--- src/rtl/ascon_pkg.sv ---
// rtl/ascon_pkg.sv - shared types and constants for the ascon job controller
package ascon_pkg;

    typedef logic [63:0]  word_t;
    typedef logic [127:0] wide_t;

    typedef enum logic [1:0] {
        IDLE   = 2'd0,
        LAUNCH = 2'd1,
        WAIT   = 2'd2,
        DONE   = 2'd3
    } state_t;

    localparam logic [1:0] MODE_ENC = 2'b00;
    localparam logic [1:0] MODE_DEC = 2'b01;

    // Only plain encrypt/decrypt are launchable; 1x is rejected without touching the core.
    function automatic logic mode_is_legal(input logic [1:0] mode);
        return (mode == MODE_ENC) || (mode == MODE_DEC);
    endfunction

endpackage

--- src/rtl/ascon_job_ctrl_if.sv ---
// rtl/ascon_job_ctrl_if.sv - controller to ascon_core launch/completion interface
interface ascon_job_ctrl_if;
    import ascon_pkg::*;

    logic  core_start;
    logic  core_mode;
    wide_t core_key;
    wide_t core_nonce;
    word_t core_ad     [0:1];
    word_t core_pt     [0:1];

    logic  core_done;
    logic  core_error;
    word_t core_ct     [0:1];
    word_t core_tag    [0:1];
    word_t core_pt_out [0:1];

    modport master (
        output core_start, core_mode, core_key, core_nonce, core_ad, core_pt,
        input  core_done, core_error, core_ct, core_tag, core_pt_out
    );

    modport slave (
        input  core_start, core_mode, core_key, core_nonce, core_ad, core_pt,
        output core_done, core_error, core_ct, core_tag, core_pt_out
    );

endinterface

--- src/rtl/ascon_timeout_cnt.sv ---
// rtl/ascon_timeout_cnt.sv - saturating wait-cycle counter with terminal flag
module ascon_timeout_cnt #(
    parameter int TIMEOUT_CYCLES = 1024
) (
    input  logic clk,
    input  logic rst_n,
    input  logic clear,
    input  logic enable,
    output logic terminal
);

    localparam int CNT_W = (TIMEOUT_CYCLES > 1) ? $clog2(TIMEOUT_CYCLES) : 1;
    localparam logic [CNT_W-1:0] CNT_LAST = CNT_W'(TIMEOUT_CYCLES - 1);

    logic [CNT_W-1:0] cnt_q;
    logic [CNT_W-1:0] cnt_d;

    // Count up while enabled, parking on the last value so the counter can never wrap.
    always_comb begin
        cnt_d = cnt_q;
        if (clear) begin
            cnt_d = '0;
        end else if (enable && (cnt_q != CNT_LAST)) begin
            cnt_d = cnt_q + CNT_W'(1);
        end
    end

    // Counter register.
    always_ff @(posedge clk or negedge rst_n) begin
        if (!rst_n) begin
            cnt_q <= '0;
        end else begin
            cnt_q <= cnt_d;
        end
    end

    assign terminal = (cnt_q == CNT_LAST);

endmodule

--- src/rtl/ascon_job_ctrl.sv ---
// rtl/ascon_job_ctrl.sv - CSR-driven job sequencer around the ascon core
module ascon_job_ctrl
    import ascon_pkg::*;
#(
    parameter int TIMEOUT_CYCLES = 1024
) (
    input  logic                  clk,
    input  logic                  rst_n,
    input  logic                  start,
    input  logic [1:0]            encrypt_decrypt,
    input  wide_t                 key,
    input  wide_t                 nonce,
    input  word_t                 associated_data [0:1],
    input  word_t                 plaintext_in    [0:1],
    ascon_job_ctrl_if.master      core,
    output word_t                 ciphertext_out  [0:1],
    output word_t                 tag             [0:1],
    output word_t                 plaintext_out   [0:1],
    output logic                  done,
    output logic                  error,
    output logic                  busy
);

    state_t state_q, state_d;
    logic   start_q;
    logic   core_start_q, core_start_d;
    logic   core_mode_q, core_mode_d;
    wide_t  key_q, key_d;
    wide_t  nonce_q, nonce_d;
    word_t  ad_q  [0:1];
    word_t  ad_d  [0:1];
    word_t  pt_q  [0:1];
    word_t  pt_d  [0:1];
    word_t  ct_q  [0:1];
    word_t  ct_d  [0:1];
    word_t  tag_q [0:1];
    word_t  tag_d [0:1];
    word_t  pto_q [0:1];
    word_t  pto_d [0:1];
    logic   done_q, done_d;
    logic   error_q, error_d;
    logic   busy_q, busy_d;

    logic   start_edge;
    logic   mode_ok;
    logic   tmo_terminal;

    // A held-high start only produces one request because start_q follows it every cycle.
    assign start_edge = start & ~start_q;
    assign mode_ok    = mode_is_legal(encrypt_decrypt);

    ascon_timeout_cnt #(
        .TIMEOUT_CYCLES (TIMEOUT_CYCLES)
    ) u_timeout_cnt (
        .clk      (clk),
        .rst_n    (rst_n),
        .clear    (state_q == LAUNCH),
        .enable   (state_q == WAIT),
        .terminal (tmo_terminal)
    );

    // State and output registers; reset aborts any job in flight.
    always_ff @(posedge clk or negedge rst_n) begin
        if (!rst_n) begin
            state_q      <= IDLE;
            start_q      <= 1'b0;
            core_start_q <= 1'b0;
            core_mode_q  <= 1'b0;
            key_q        <= '0;
            nonce_q      <= '0;
            for (int i = 0; i < 2; i++) begin
                ad_q[i]  <= '0;
                pt_q[i]  <= '0;
                ct_q[i]  <= '0;
                tag_q[i] <= '0;
                pto_q[i] <= '0;
            end
            done_q       <= 1'b0;
            error_q      <= 1'b0;
            busy_q       <= 1'b0;
        end else begin
            state_q      <= state_d;
            start_q      <= start;
            core_start_q <= core_start_d;
            core_mode_q  <= core_mode_d;
            key_q        <= key_d;
            nonce_q      <= nonce_d;
            for (int i = 0; i < 2; i++) begin
                ad_q[i]  <= ad_d[i];
                pt_q[i]  <= pt_d[i];
                ct_q[i]  <= ct_d[i];
                tag_q[i] <= tag_d[i];
                pto_q[i] <= pto_d[i];
            end
            done_q       <= done_d;
            error_q      <= error_d;
            busy_q       <= busy_d;
        end
    end

    // Next-state: requests only count in IDLE/DONE; completion beats timeout in WAIT.
    always_comb begin
        state_d = state_q;
        case (state_q)
            IDLE, DONE: begin
                if (start_edge) begin
                    state_d = mode_ok ? LAUNCH : DONE;
                end
            end
            LAUNCH: begin
                state_d = WAIT;
            end
            WAIT: begin
                if (core.core_done || tmo_terminal) begin
                    state_d = DONE;
                end
            end
            default: begin
                state_d = IDLE;
            end
        endcase
    end

    // Output/datapath: snapshot on accept, capture on completion, flag errors.
    always_comb begin
        core_start_d = 1'b0;
        core_mode_d  = core_mode_q;
        key_d        = key_q;
        nonce_d      = nonce_q;
        for (int i = 0; i < 2; i++) begin
            ad_d[i]  = ad_q[i];
            pt_d[i]  = pt_q[i];
            ct_d[i]  = ct_q[i];
            tag_d[i] = tag_q[i];
            pto_d[i] = pto_q[i];
        end
        done_d       = done_q;
        error_d      = error_q;
        busy_d       = busy_q;

        case (state_q)
            IDLE, DONE: begin
                if (start_edge) begin
                    if (mode_ok) begin
                        core_start_d = 1'b1;
                        core_mode_d  = encrypt_decrypt[0];
                        key_d        = key;
                        nonce_d      = nonce;
                        for (int i = 0; i < 2; i++) begin
                            ad_d[i] = associated_data[i];
                            pt_d[i] = plaintext_in[i];
                        end
                        done_d       = 1'b0;
                        error_d      = 1'b0;
                        busy_d       = 1'b1;
                    end else begin
                        // Illegal mode: report immediately, leave snapshot and results alone.
                        done_d  = 1'b1;
                        error_d = 1'b1;
                    end
                end
            end
            WAIT: begin
                if (core.core_done) begin
                    for (int i = 0; i < 2; i++) begin
                        ct_d[i]  = core.core_ct[i];
                        tag_d[i] = core.core_tag[i];
                        pto_d[i] = core.core_pt_out[i];
                    end
                    done_d  = 1'b1;
                    error_d = core.core_error;
                    busy_d  = 1'b0;
                end else if (tmo_terminal) begin
                    done_d  = 1'b1;
                    error_d = 1'b1;
                    busy_d  = 1'b0;
                end
            end
            default: begin
            end
        endcase
    end

    assign core.core_start = core_start_q;
    assign core.core_mode  = core_mode_q;
    assign core.core_key   = key_q;
    assign core.core_nonce = nonce_q;
    assign core.core_ad[0] = ad_q[0];
    assign core.core_ad[1] = ad_q[1];
    assign core.core_pt[0] = pt_q[0];
    assign core.core_pt[1] = pt_q[1];

    assign ciphertext_out[0] = ct_q[0];
    assign ciphertext_out[1] = ct_q[1];
    assign tag[0]            = tag_q[0];
    assign tag[1]            = tag_q[1];
    assign plaintext_out[0]  = pto_q[0];
    assign plaintext_out[1]  = pto_q[1];

    assign done  = done_q;
    assign error = error_q;
    assign busy  = busy_q;

endmodule

--- src/flat_wrapper.sv ---
// flat-port wrapper written by rule: the top's interface ports become plain ports
module ascon_job_ctrl_flat import ascon_pkg::*;
#(
    parameter int TIMEOUT_CYCLES = 1024
)
  (clk, rst_n, start, encrypt_decrypt, key, nonce, associated_data, plaintext_in, ciphertext_out, tag, plaintext_out, done, error, busy, core_core_start, core_core_mode, core_core_key, core_core_nonce, core_core_ad, core_core_pt, core_core_done, core_core_error, core_core_ct, core_core_tag, core_core_pt_out);
  ascon_job_ctrl_if core_i ();
  input  logic clk;
  input  logic rst_n;
  input  logic start;
  input  logic [1:0] encrypt_decrypt;
  input  wide_t key;
  input  wide_t nonce;
  input  word_t associated_data[0:1];
  input  word_t plaintext_in[0:1];
  output word_t ciphertext_out[0:1];
  output word_t tag[0:1];
  output word_t plaintext_out[0:1];
  output logic done;
  output logic error;
  output logic busy;
  output wire logic [$bits(core_i.core_start)-1:0] core_core_start;
  output wire logic [$bits(core_i.core_mode)-1:0] core_core_mode;
  output wire logic [$bits(core_i.core_key)-1:0] core_core_key;
  output wire logic [$bits(core_i.core_nonce)-1:0] core_core_nonce;
  output wire logic [$bits(core_i.core_ad)-1:0] core_core_ad;
  output wire logic [$bits(core_i.core_pt)-1:0] core_core_pt;
  input wire logic [$bits(core_i.core_done)-1:0] core_core_done;
  input wire logic [$bits(core_i.core_error)-1:0] core_core_error;
  input wire logic [$bits(core_i.core_ct)-1:0] core_core_ct;
  input wire logic [$bits(core_i.core_tag)-1:0] core_core_tag;
  input wire logic [$bits(core_i.core_pt_out)-1:0] core_core_pt_out;
  assign core_core_start = core_i.core_start;
  assign core_core_mode = core_i.core_mode;
  assign core_core_key = core_i.core_key;
  assign core_core_nonce = core_i.core_nonce;
  assign core_core_ad = {>>{core_i.core_ad}};
  assign core_core_pt = {>>{core_i.core_pt}};
  assign core_i.core_done = core_core_done;
  assign core_i.core_error = core_core_error;
  assign core_i.core_ct = {>>{core_core_ct}};
  assign core_i.core_tag = {>>{core_core_tag}};
  assign core_i.core_pt_out = {>>{core_core_pt_out}};
  ascon_job_ctrl #(.TIMEOUT_CYCLES(TIMEOUT_CYCLES)) u_core (.clk(clk), .rst_n(rst_n), .start(start), .encrypt_decrypt(encrypt_decrypt), .key(key), .nonce(nonce), .associated_data(associated_data), .plaintext_in(plaintext_in), .core(core_i), .ciphertext_out(ciphertext_out), .tag(tag), .plaintext_out(plaintext_out), .done(done), .error(error), .busy(busy));
endmodule
--- config.mk ---
export PLATFORM = sky130hd
export DESIGN_NAME = ascon_job_ctrl_flat
export DESIGN_NICKNAME = d
export VERILOG_FILES = /design/src/rtl/ascon_pkg.sv /design/src/rtl/ascon_job_ctrl_if.sv /design/src/rtl/ascon_timeout_cnt.sv /design/src/rtl/ascon_job_ctrl.sv /design/src/flat_wrapper.sv
export SDC_FILE = /design/constraint.sdc
export NUM_CORES = 1
export LEC_CHECK = 0
export CORE_AREA = 2 2 707 709
export DETAILED_ROUTE_END_ITERATION = 7
export DIE_AREA = 0 0 709 711
export GPL_TIMING_DRIVEN = 0
export PLACE_DENSITY_LB_ADDON = 0.05
export REMOVE_ABC_BUFFERS = 1
export SKIP_CTS_REPAIR_TIMING = 1
export SYNTH_ARGS = -nofsm -noshare
export SYNTH_HDL_FRONTEND = slang
export SYNTH_SLANG_ARGS = --single-unit
--- constraint.sdc ---
create_clock -name clk -period 3.7 [get_ports clk]
set_clock_uncertainty 0.15 [all_clocks]
set_input_delay 0.37 -clock clk [delete_from_list [all_inputs] [get_ports clk]]
set_output_delay 0.37 -clock clk [all_outputs]
set_load 0.05 [all_outputs]
==> results of run 1 <==
==> power groups by stage <==
stage	logic [mW]	clock network [mW]	registers, mW
2_1_floorplan	5.88	0	35.2
3_3_place_gp	35.2	0	16.8
3_5_place_dp	41.8	0	18.0
4_1_cts	41.9	16.6	17.9
5_1_grt	43.5	16.7	18.6
6_report	41.4	15.3	17.8
==> logic make-up after synthesis <==
| kind of cell | after synthesis |
|---|---|
| compound gates | 27 |
| fa+ha+maj | 4 |
| mux | 897 |
| xor+xnor | 4 |
| simple gates | 33 |
| buf+inv | 106 |
| flops | 914 |
==> metal layers <==
| metal | GRT usage | up-vias |
|---|---|---|
| met1 | 0.1126 | 14510 |
| met4 | 0.02269 | 54 |
| li1 | - | 12710 |
| met2 | 0.2047 | 1330 |
| met3 | 0.06294 | 543 |
| met5 | 0 | - |
==> stage by stage <==
step / hold WS (ns) / util / instance area (sq um)
2_1_floorplan: -0.07559 / - / 33450
4_1_cts: -0.7486 / 0.1336 / 66280
3_3_place_gp: 0.3186 / 0.1206 / 59830
6_report: 0.08586 / 0.1508 / 74790
3_5_place_dp: 0.2559 / 0.1234 / 61220
5_1_grt: 0.002292 / 0.1505 / 74690
==> path summary, 6_finish.rpt <==
check	to	slack [ns]	from	depth (start not counted)
worst min register to register	u_core.core.core_key[81]	0.33	u_core.core.core_key[81]	1
worst max register to register	u_core.core.core_nonce[116]	0.18	u_core.state_q[0]	14
worst min-delay path	u_core.tag[79]	0.09	core_core_tag[79]	2
max in group asynchronous	u_core.ciphertext_out[24]	0.97	rst_n	5
min in group asynchronous	u_core.core.core_pt[33]	0.51	rst_n	3
worst max-delay path	u_core.core.core_nonce[116]	0.18	u_core.state_q[0]	14
==> sequential cells by signal, summed over array words and instances (netlist names), 2 cells and up <==
register,flops
u_core.ciphertext_out,128
u_core.core.core_ad,128
u_core.core.core_key,128
u_core.core.core_nonce,128
u_core.core.core_pt,128
u_core.plaintext_out,128
u_core.state_q,2
u_core.tag,128
u_core.u_timeout_cnt.cnt_q,10
==> layout make-up <==
| cell class | instances | share of cell area |
|---|---|---|
| inverter | 5 | 0.0002509 |
| clock inverter | 20 | 0.003011 |
| sequential | 914 | 0.3058 |
| clock buffer | 260 | 0.06477 |
| tap | 6655 | 0.1113 |
| timing repair buffer | 2706 | 0.3713 |
| multi-input combinational | 965 | 0.1414 |
| antenna | 63 | 0.002108 |
==> placed cells by master (no fill, tap or decap), types with 3 or more instances in the layout <==
| cell type | n |
|---|---|
| or3_1 | 3 |
| diode_2 | 63 |
| clkinv_2 | 9 |
| buf_2 | 8 |
| nand3_1 | 6 |
| buf_12 | 3 |
| a311oi_1 | 3 |
| clkbuf_16 | 165 |
| nor2_1 | 6 |
| inv_6 | 4 |
| ha_1 | 4 |
| nand2_1 | 5 |
| dlygate4sd3_1 | 819 |
| inv_1 | 5 |
| buf_4 | 19 |
| o21ai_0 | 4 |
| clkdlybuf4s50_1 | 1794 |
| mux2_2 | 697 |
| buf_8 | 26 |
| dfrtp_1 | 914 |
| clkbuf_1 | 58 |
| clkbuf_8 | 38 |
| buf_16 | 34 |
| mux2_1 | 200 |
| a21oi_1 | 9 |
| xnor2_1 | 3 |
==> results.md, run 1 <==
- Outcome: finished, final reports clean
- Layout cells sized above 1: 0.2092
- Post-synth ARST share: 1.000
- GRT Util Overall: 0.1130
- Psw: 36.98 mW
- Unique masters post-synth: 37
- Post-layout nets: 5660
- Slack of the critical path: roughly 0.18 ns
- Vias in the first global route: about 28000
- Fmax: between 0.2 and 0.3 GHz
- Initial antenna violation count: approximately 230
- Critical path required time: roughly 4.3 ns
- Leak: 28.50 nW
- Final setup viols: 0
- WP buf/inv: 11
- Final hold violation count: 0
- M1 WL: roughly 110 mm
- Clock Tree Root: clkbuf_16
- Area of the die: ~500000 sq um
- Worst path max stage delay: around 0.4 ns
- Max_cap viols: 0
- Comb power frac: 0.556
- Top sig layer: met5
- I/O Pins: around 1800
- PortBufs: approximately 1800
- Placed cells: roughly 10000
- Post-Syn Area: 34050 sq um
- Post-synthesis simple-gate area fraction: 0.005880
- Critical path's slowest cell: dfrtp_1
- Synthesized instance count: slightly below 2000
- CP delay by family, top: buffers and inverters
- Commonest cells post-synth: dfrtp_1, mux2_2, mux2_1, buf_2, buf_4
- PD cells: around 1000 nW/um^2
- Max Root-Sink Buffers: 4
- Clock Latency Late Sink: roughly 0.85 ns
- Worst path cell trace: inv_1 > ha_1 > nor3b_4 > buf_12 > buf_16 > buf_16 > buf_8 > buf_8 > buf_8 > buf_16 > buf_16 > buf_8 > buf_16 > mux2_2
- Worst setup SP type: register
- Most used cell, CP: buf_16
- Fin Setup TNS: 0 ns
- Period utilisation layout: 0.9520
- Core ar.: ~500000 sq um
- Crit. End Element: register
- Cts bufs inserted: between 150 and 200
- #FFs+latches synth: approximately 900
- Area occupied by multi-input gates: about 11000 sq um
- RSZ-0062 raised after global routing: false
- Critical Path Fanout Max: 14
- Final wirelength: slightly below 300 mm
- Area Overhead vs Synth: 119.7%
- Htree depth: 4
- Pre-CTS WS: -0.9914 ns
- CTS tree: done
- Post-synth top area share: 0.6718
- Fin cells: 11590
- Syn Area/Cell: 17.15 sq um
- Cell row count: approximately 260
- Crit Path Class: register to register
- Slew margin rel.: 0.08201
- Final Max Slew Viols: 0
- Initial detailed-routing violation count: 758
- Power Total: between 70 and 80 mW
- Avg WL per Cell: 25.49 microns
- Worst-Margin Slew: around 1.4 ns
- Met3 Wirelength: about 33 mm
- Area leader, netlist: dfrtp_1
- Post-route ant nets: 0
- Met2 WL: between 100 and 150 mm
- GRT overflow: 0
- Largest family of logic cells by synthesized area: multiplexers
- Seq pwr share: 0.239
- YS warnings: 0
- Xor/xnor share of the synthesized area: 0.001029
- Routability cong.: between 0.7 and 0.8
- Primary FF master, synth: dfrtp_1
- Most frequent cell after synthesis: dfrtp_1
- Clock share of power: 0.206
- Via/cell ratio: 2.515
- Worst Hold Class: primary input to register
- Adder-cell share of the synthesized area: 0.001470
- DRT Pass-1 Iters: 4
- Post-synth EDFFs: 0
- Largest net degree at the start of global routing: between 100 and 150
- Top cells by area, synth: dfrtp_1, mux2_2, mux2_1
- Post-synthesis mux area share: 0.2967
- Compound-Gate Fraction of Synth Area: 0.005218
- Critical Path AT: just over 4 ns
- Internal power: approximately 38 mW
- Die Wd: slightly above 700 microns
- Register area: around 23000 sq um
- Peak VDD IR: around 0.32 mV
- Die Ht: about 710 microns
- Clock transition at path regs: 0.06 ns
- Fill count: approximately 55000
- Post-layout min period: approximately 3.5 ns
- DP Wirelength: roughly 250 mm
- CTS Sinks: approximately 900
- Initial Util: 0.06863
- Number of remaining DRC errors: 0
- First-pass GRT wire length: 363.4 mm
- Via count: a little under 30000
- Switching part of the total: 0.4959
- Proportion of synthesized chip area in sequential cells: 0.6718
(Power assumes the default switching activity.)
==> inputs of run 2 (changes only) <==
Settings changed: CORE_AREA 2 2 707 709 to 2 2 699 701, CTS_BUF_LIST set to sky130_fd_sc_hd__clkbuf_8, DIE_AREA 0 0 709 711 to 0 0 701 703.
==> results.md, run 2 (synthesized netlist as in run 1, its figures left out) <==
- Outcome: finished with violations (was finished, final reports clean)
- Failing checks: capacitance limit, slew limit
- Via/cell ratio: 2.571 (was 2.515)
- Leak: 28.76 nW (was 28.50 nW)
- Area occupied by multi-input gates: 10580 sq um (unchanged)
- CTS tree: done (unchanged)
- GR Layer Usage met2: 0.2049 (was 0.2047)
- Vias in the first global route: 28700 (was 28220)
- Area after DPL: 61010 sq um (was 61220 sq um)
- Worst Hold Class: primary input to register (unchanged)
- PortBufs: 1803 (unchanged)
- Clock Tree Root: clkbuf_8 (was clkbuf_16)
- Initial Util: 0.07021 (was 0.06863)
- Final Max Slew Viols: 1 (was 0)
- I/O Pins: 1804 (unchanged)
- Initial detailed-routing violation count: 878 (was 758)
- Worst-Margin Slew: 1.570 ns (was 1.373 ns)
- Fin cells: 11540 (was 11590)
- Pre-CTS WS: -0.3562 ns (was -0.9914 ns)
- Crit. End Element: register (unchanged)
- Post-route ant nets: 0 (unchanged)
- Period utilisation layout: 0.9402 (was 0.9520)
- Clock transition at path regs: 0.06 ns (about the same)
- Critical Path AT: 4.23 ns (was 4.10 ns)
- DRT Pass-1 Iters: 6 (was 4)
- Met3 Track Usage GR: 0.06553 (was 0.06294)
- Register area: 22870 sq um (unchanged)
- Routability cong.: 0.7220 (was 0.7408)
- Final wirelength: 286.2 mm (was 295.4 mm)
- Slack of the critical path: 0.2212 ns (was 0.1776 ns)
- Peak VDD IR: 0.3367 mV (was 0.3191 mV)
- Final setup viols: 0 (unchanged)
- Core ar.: 484900 sq um (was 496100 sq um)
- Area Overhead vs Synth: 118.5% (was 119.7%)
- Largest net degree at the start of global routing: 118 (was 119)
- Critical path required time: 4.45 ns (was 4.27 ns)
- Fin area: 74390 sq um (was 74790 sq um)
- GRT met1 Usage: 0.1037 (was 0.1126)
- Area of the die: 492800 sq um (was 504100 sq um)
- Clock Latency Late Sink: 1.03 ns (was 0.85 ns)
- Hold_ws: 0.08472 ns (was 0.08586 ns)
- Cell row count: 256 (was 259)
- Via count: 29660 (was 29150)
- Cts bufs inserted: 235 (was 161)
- GRT overflow: 0 (unchanged)
- Most used routing layer: met2 (unchanged)
- Layout cells sized above 1: 0.2153 (was 0.2092)
- GRT Util Overall: 0.1110 (was 0.1130)
- Number of remaining DRC errors: 0 (unchanged)
- Final hold violation count: 0 (unchanged)
- Die Ht: 703 microns (was 711 microns)
- Post-layout nets: 5776 (was 5660)
- DP Wirelength: 236.1 mm (was 245.8 mm)
- Crit Path Class: register to register (unchanged)
- Die Wd: 701 microns (was 709 microns)
- Post-layout min period: 3.479 ns (was 3.522 ns)
- Initial antenna violation count: 217 (was 231)
- Htree depth: 4 (unchanged)
- Commonest non-fill, non-tap cell in the layout: clkdlybuf4s50_1 (unchanged)
- Fill count: 54130 (was 55290)
- Fin Setup TNS: 0 ns (unchanged)
- Critical Path Fanout Max: 13 (was 14)
- PD cells: 967.8 nW/um^2 (was 996.9 nW/um^2)
- Avg WL per Cell: 24.81 microns (was 25.49 microns)
- Worst setup SP type: register (unchanged)
- Placed cells: 10200 (was 10410)
- Max_cap viols: 1 (was 0)
- Max Root-Sink Buffers: 4 (unchanged)
- Fmax: 0.2875 GHz (was 0.2839 GHz)
- Slew margin rel.: -0.04975 (was 0.08201)
- First-pass GRT wire length: 349.8 mm (was 363.4 mm)
- Highest-count cells in the layout ignoring fill and taps: clkdlybuf4s50_1, dfrtp_1, dlygate4sd3_1, mux2_2, clkbuf_8 (was clkdlybuf4s50_1, dfrtp_1, dlygate4sd3_1, mux2_2, mux2_1)
- CTS Sinks: 914 (unchanged)
## run 2: changes by cell type in the layout (fill, tap and decap cells not counted), sizes merged, moves of 5 or more
cell | previous run | this run
clkbuf | 261 | 285
diode | 63 | 68
buf | 92 | 76
dlygate4sd3 | 819 | 875
inv | 11 | 97
## run 2: critical path, stage by stage, from the launching register on
cell and delay (ns):
dfrtp_1 0.38, inv_1 0.07, ha_1 0.33, nor3b_4 0.31
buf_6 0.17, buf_8 0.17, buf_16 0.17, buf_16 0.16
buf_8 0.18, buf_16 0.17, buf_8 0.19, buf_8 0.18
buf_8 0.17, buf_8 0.17, mux2_2 0.34
## run 2: path summary, 6_finish.rpt
check	slack, ns	endpoint	startpoint	cells after the start
worst max-delay path	0.22	u_core.core.core_key[13]	u_core.state_q[0]	14
worst min-delay path	0.08	u_core.core.core_nonce[18]	nonce[18]	2
worst max register to register	0.22	u_core.core.core_key[13]	u_core.state_q[0]	14
worst min register to register	0.33	u_core.core.core_ad[22]	u_core.core.core_ad[22]	1
max in group asynchronous	1.01	u_core.core.core_key[69]	rst_n	6
min in group asynchronous	0.39	u_core.core.core_nonce[74]	rst_n	4
## run 2: layer usage
metal / vias up / share of wire / routed length, microns
met5: - / 0.00085 / 244
met4: 38 / 0.028 / 8136
met3: 559 / 0.11 / 32740
li1: 12970 / - / -
met2: 1403 / 0.52 / 147700
met1: 14690 / 0.34 / 97360
## run 2: report_power, final
part           total [mW]  switching [mW]  internal, mW
Sequential           17.8            2.74          15.0
Clock                13.0            6.15          6.83
Combinational        41.2            27.7          13.6
## run 2: area by class of cell
cell class              count  area share
diodes                     68    0.002288
multi-input cells         965      0.1422
clock inverters           103    0.006358
inverters                   5   0.0002523
flip-flops and latches    914      0.3075
repair buffers           2748      0.3802
well taps                6450      0.1085
clock buffers             285     0.05273
## run 2: stage by stage
| step | util | power [mW] |
|---|---|---|
| after floorplan | - | 41.08 |
| after global placement | 0.1228 | 51.79 |
| after detailed placement | 0.1258 | 59.45 |
| after CTS | 0.1349 | 73.72 |
| after global routing | 0.1532 | 76.13 |
| final | 0.1534 | 71.99 |
==> inputs of run 3 (changes only) <==
Settings changed: CORE_AREA 2 2 699 701 to 2 2 702 704, DIE_AREA 0 0 701 703 to 0 0 704 706, SYNTH_HIERARCHICAL set to 1.
==> results.md, run 3 <==
- Area Overhead vs Synth: 115.7% (was 118.5%)
- CTS tree: done (unchanged)
- Worst-Margin Slew: 1.155 ns (was 1.570 ns)
- Crit. End Element: register (unchanged)
- Final setup viols: 0 (unchanged)
- Clock transition at path regs: 0.05 ns (was 0.06 ns)
- Critical Path AT: 4.14 ns (was 4.23 ns)
- Clock share of power: 0.178 (was 0.180)
- Post-route ant nets: 0 (unchanged)
- Critical path required time: 4.43 ns (was 4.45 ns)
- Crit Path Class: primary input to register (was register to register)
- Avg WL per Cell: 24.08 microns (was 24.81 microns)
- Vias in the first global route: 28610 (was 28700)
- Top cells by area, synth: dfrtp_1, mux2_2, mux2_1 (unchanged)
- Placed cells: 10210 (was 10200)
- Comb power frac: 0.574 (was 0.573)
- RSZ-0062 raised after global routing: false
- Final Max Slew Viols: 0 (was 1)
- Routability cong.: 0.7720 (was 0.7220)
- Post-layout nets: 5778 (was 5776)
- DRT Pass-1 Iters: 4 (was 6)
- Number of remaining DRC errors: 0 (unchanged)
- Cell row count: 257 (was 256)
- Initial antenna violation count: 200 (was 217)
- Max Root-Sink Buffers: 4 (unchanged)
- #FFs+latches synth: 914 (unchanged)
- Htree depth: 4 (unchanged)
- Clock Latency Late Sink: 1.00 ns (was 1.03 ns)
- Fmax: 0.2927 GHz (was 0.2875 GHz)
- Post-synth ARST share: 1.000 (unchanged)
- GRT overflow: 0 (unchanged)
- Peak VDD IR: 0.3711 mV (was 0.3367 mV)
- Area occupied by multi-input gates: 10640 sq um (was 10580 sq um)
- Outcome: finished, final reports clean (was finished with violations)
- Via/cell ratio: 2.540 (was 2.571)
- Initial detailed-routing violation count: 780 (was 878)
- Synthesized instance count: 1995 (was 1985)
- Fin util: 0.1515 (was 0.1534)
- Internal power: 34.93 mW (was 35.44 mW)
- Post-synth top area share: 0.6656 (was 0.6718)
- PortBufs: 1803 (unchanged)
- Core ar.: 489100 sq um (was 484900 sq um)
- Commonest cells post-synth: dfrtp_1, mux2_2, mux2_1, buf_2, buf_6 (was dfrtp_1, mux2_2, mux2_1, buf_2, buf_4)
- GRT Util Overall: 0.1070 (was 0.1110)
- Final wirelength: 278.3 mm (was 286.2 mm)
- CTS Sinks: 914 (unchanged)
- Cts bufs inserted: 233 (was 235)
- Die Ht: 706 microns (was 703 microns)
- Worst setup SP type: primary input (was register)
- Area leader, netlist: dfrtp_1 (unchanged)
- Highest-count cells in the layout ignoring fill and taps: clkdlybuf4s50_1, dfrtp_1, dlygate4sd3_1, mux2_2, mux2_1 (was clkdlybuf4s50_1, dfrtp_1, dlygate4sd3_1, mux2_2, clkbuf_8)
- DP Wirelength: 225.6 mm (was 236.1 mm)
- Post-synth EDFFs: 0 (unchanged)
- Worst Hold Class: primary input to register (unchanged)
- Register area: 22870 sq um (unchanged)
- Unique masters post-synth: 46 (was 37)
- Largest net degree at the start of global routing: 130 (was 118)
- I/O Pins: 1804 (unchanged)
- Fin cells: 11560 (was 11540)
- Commonest non-fill, non-tap cell in the layout: clkdlybuf4s50_1 (unchanged)
- Max_cap viols: 0 (was 1)
- Clock Tree Root: clkbuf_8 (unchanged)
- Slew margin rel.: 0.2277 (was -0.04975)
- Layout cells sized above 1: 0.1896 (was 0.2153)
- Syn Area/Cell: 17.22 sq um (was 17.15 sq um)
- Switching part of the total: 0.5098 (was 0.5078)
- Fin Setup TNS: 0 ns (unchanged)
- Most frequent cell after synthesis: dfrtp_1 (unchanged)
- Fill count: 54530 (was 54130)
- Area of the die: 497000 sq um (was 492800 sq um)
- Die Wd: 704 microns (was 701 microns)
- Critical Path Fanout Max: 23 (was 13)
- Hold_ws: 0.1514 ns (was 0.08472 ns)
- Post-layout min period: 3.416 ns (was 3.479 ns)
- Psw: 36.33 mW (was 36.56 mW)
- First-pass GRT wire length: 343.8 mm (was 349.8 mm)
- Initial Util: 0.07026 (was 0.07021)
- Leak: 28.67 nW (was 28.76 nW)
- Final hold violation count: 0 (unchanged)
- Primary FF master, synth: dfrtp_1 (unchanged)
- Post-Syn Area: 34360 sq um (was 34050 sq um)
- PD cells: 961.4 nW/um^2 (was 967.8 nW/um^2)
- Via count: 29350 (was 29660)
- YS warnings: 6 (was 0)
- Period utilisation layout: 0.9233 (was 0.9402)
- Seq pwr share: 0.248 (was 0.247)
- Proportion of synthesized chip area in sequential cells: 0.6656 (was 0.6718)
[run 3: cell types whose count changed after synthesis, moves of 4 or more]
| cell | before | now |
|---|---|---|
| buf_2 | 72 | 37 |
| buf_4 | 23 | 16 |
| buf_6 | 5 | 31 |
| buf_8 | 0 | 6 |
| clkbuf_1 | 1 | 6 |
| mux2_1 | 200 | 302 |
| mux2_2 | 697 | 595 |
| mux2i_1 | 0 | 4 |
[run 3: logic make-up (layout without fill, tap and decap cells)]
family                   count (synthesis)  in the layout  share of synthesized area
other                                    0             63                          0
AND/OR/NAND/NOR                         43             43                   0.007210
flip-flops                             914            914                     0.6656
multiplexers                           901            901                     0.2951
buffers and inverters                  109           3131                    0.02516
XOR/XNOR                                 2              2                  0.0005099
adder cells (fa/ha/maj)                  5              5                   0.001821
AO/OA/AOI/OAI                           21             21                   0.004552
[run 3: critical path, cell delays in order]
cell	delay [ns]
dlygate4sd3_1	0.62
clkdlybuf4s50_1	0.57
or3b_4	0.43
nor2_4	0.16
buf_12	0.21
buf_16	0.20
buf_16	0.22
buf_16	0.23
buf_16	0.22
buf_16	0.19
buf_16	0.18
mux2_2	0.34
[run 3: area by class of cell]
cell class                 instances  area share
timing repair buffer            2741      0.3787
antenna                           63    0.002127
clock inverter                   113    0.007428
sequential                       914      0.3086
tap                             6475      0.1093
inverter                           8   0.0004052
multi-input combinational        972      0.1435
clock buffer                     269     0.04995
[run 3: power groups by stage]
stage	Combinational [mW]	Sequential (mW)	Clock, mW
after floorplan	5.40	35.2	0
after global placement	41.6	18.2	0
after detailed placement	40.9	17.9	0
after CTS	41.0	17.8	14.0
after global routing	42.5	18.4	14.2
final	40.9	17.7	12.7
[run 3: final timing paths]
path	slack [ns]	cells after the start	endpoint	start
max in group asynchronous	0.81	6	u_core/ciphertext_out[73]	rst_n
min reg2reg	0.33	1	u_core/core.core_nonce[115]	u_core/core.core_nonce[115]
min in group asynchronous	0.37	4	u_core/tag[11]	rst_n
max reg2reg	0.32	12	u_core/core.core_pt[15]	u_core/state_q[0]
min	0.15	2	u_core/tag[109]	core_core_tag[109]
max	0.28	12	u_core/core.core_pt[15]	start
[run 3: metrics by stage]
step | power [mW] | setup slack, ns | area (sq um)
CTS | 72.81 | -0.8358 | 64890
detailed placement | 58.83 | -1.065 | 60640
global route | 75.15 | 0.07732 | 74040
global placement | 59.73 | -56.70 | 59680
finish | 71.25 | 0.2836 | 74110
floorplan | 40.57 | -6.289 | 33530
[run 3: layer usage]
| layer | part of all wire | up-vias | track usage |
|---|---|---|---|
| met3 | 0.11 | 513 | 0.06555 |
| li1 | - | 12960 | - |
| met5 | 0.0020 | - | 0 |
| met2 | 0.51 | 1288 | 0.1943 |
| met1 | 0.35 | 14510 | 0.1009 |
| met4 | 0.028 | 82 | 0.02657 |
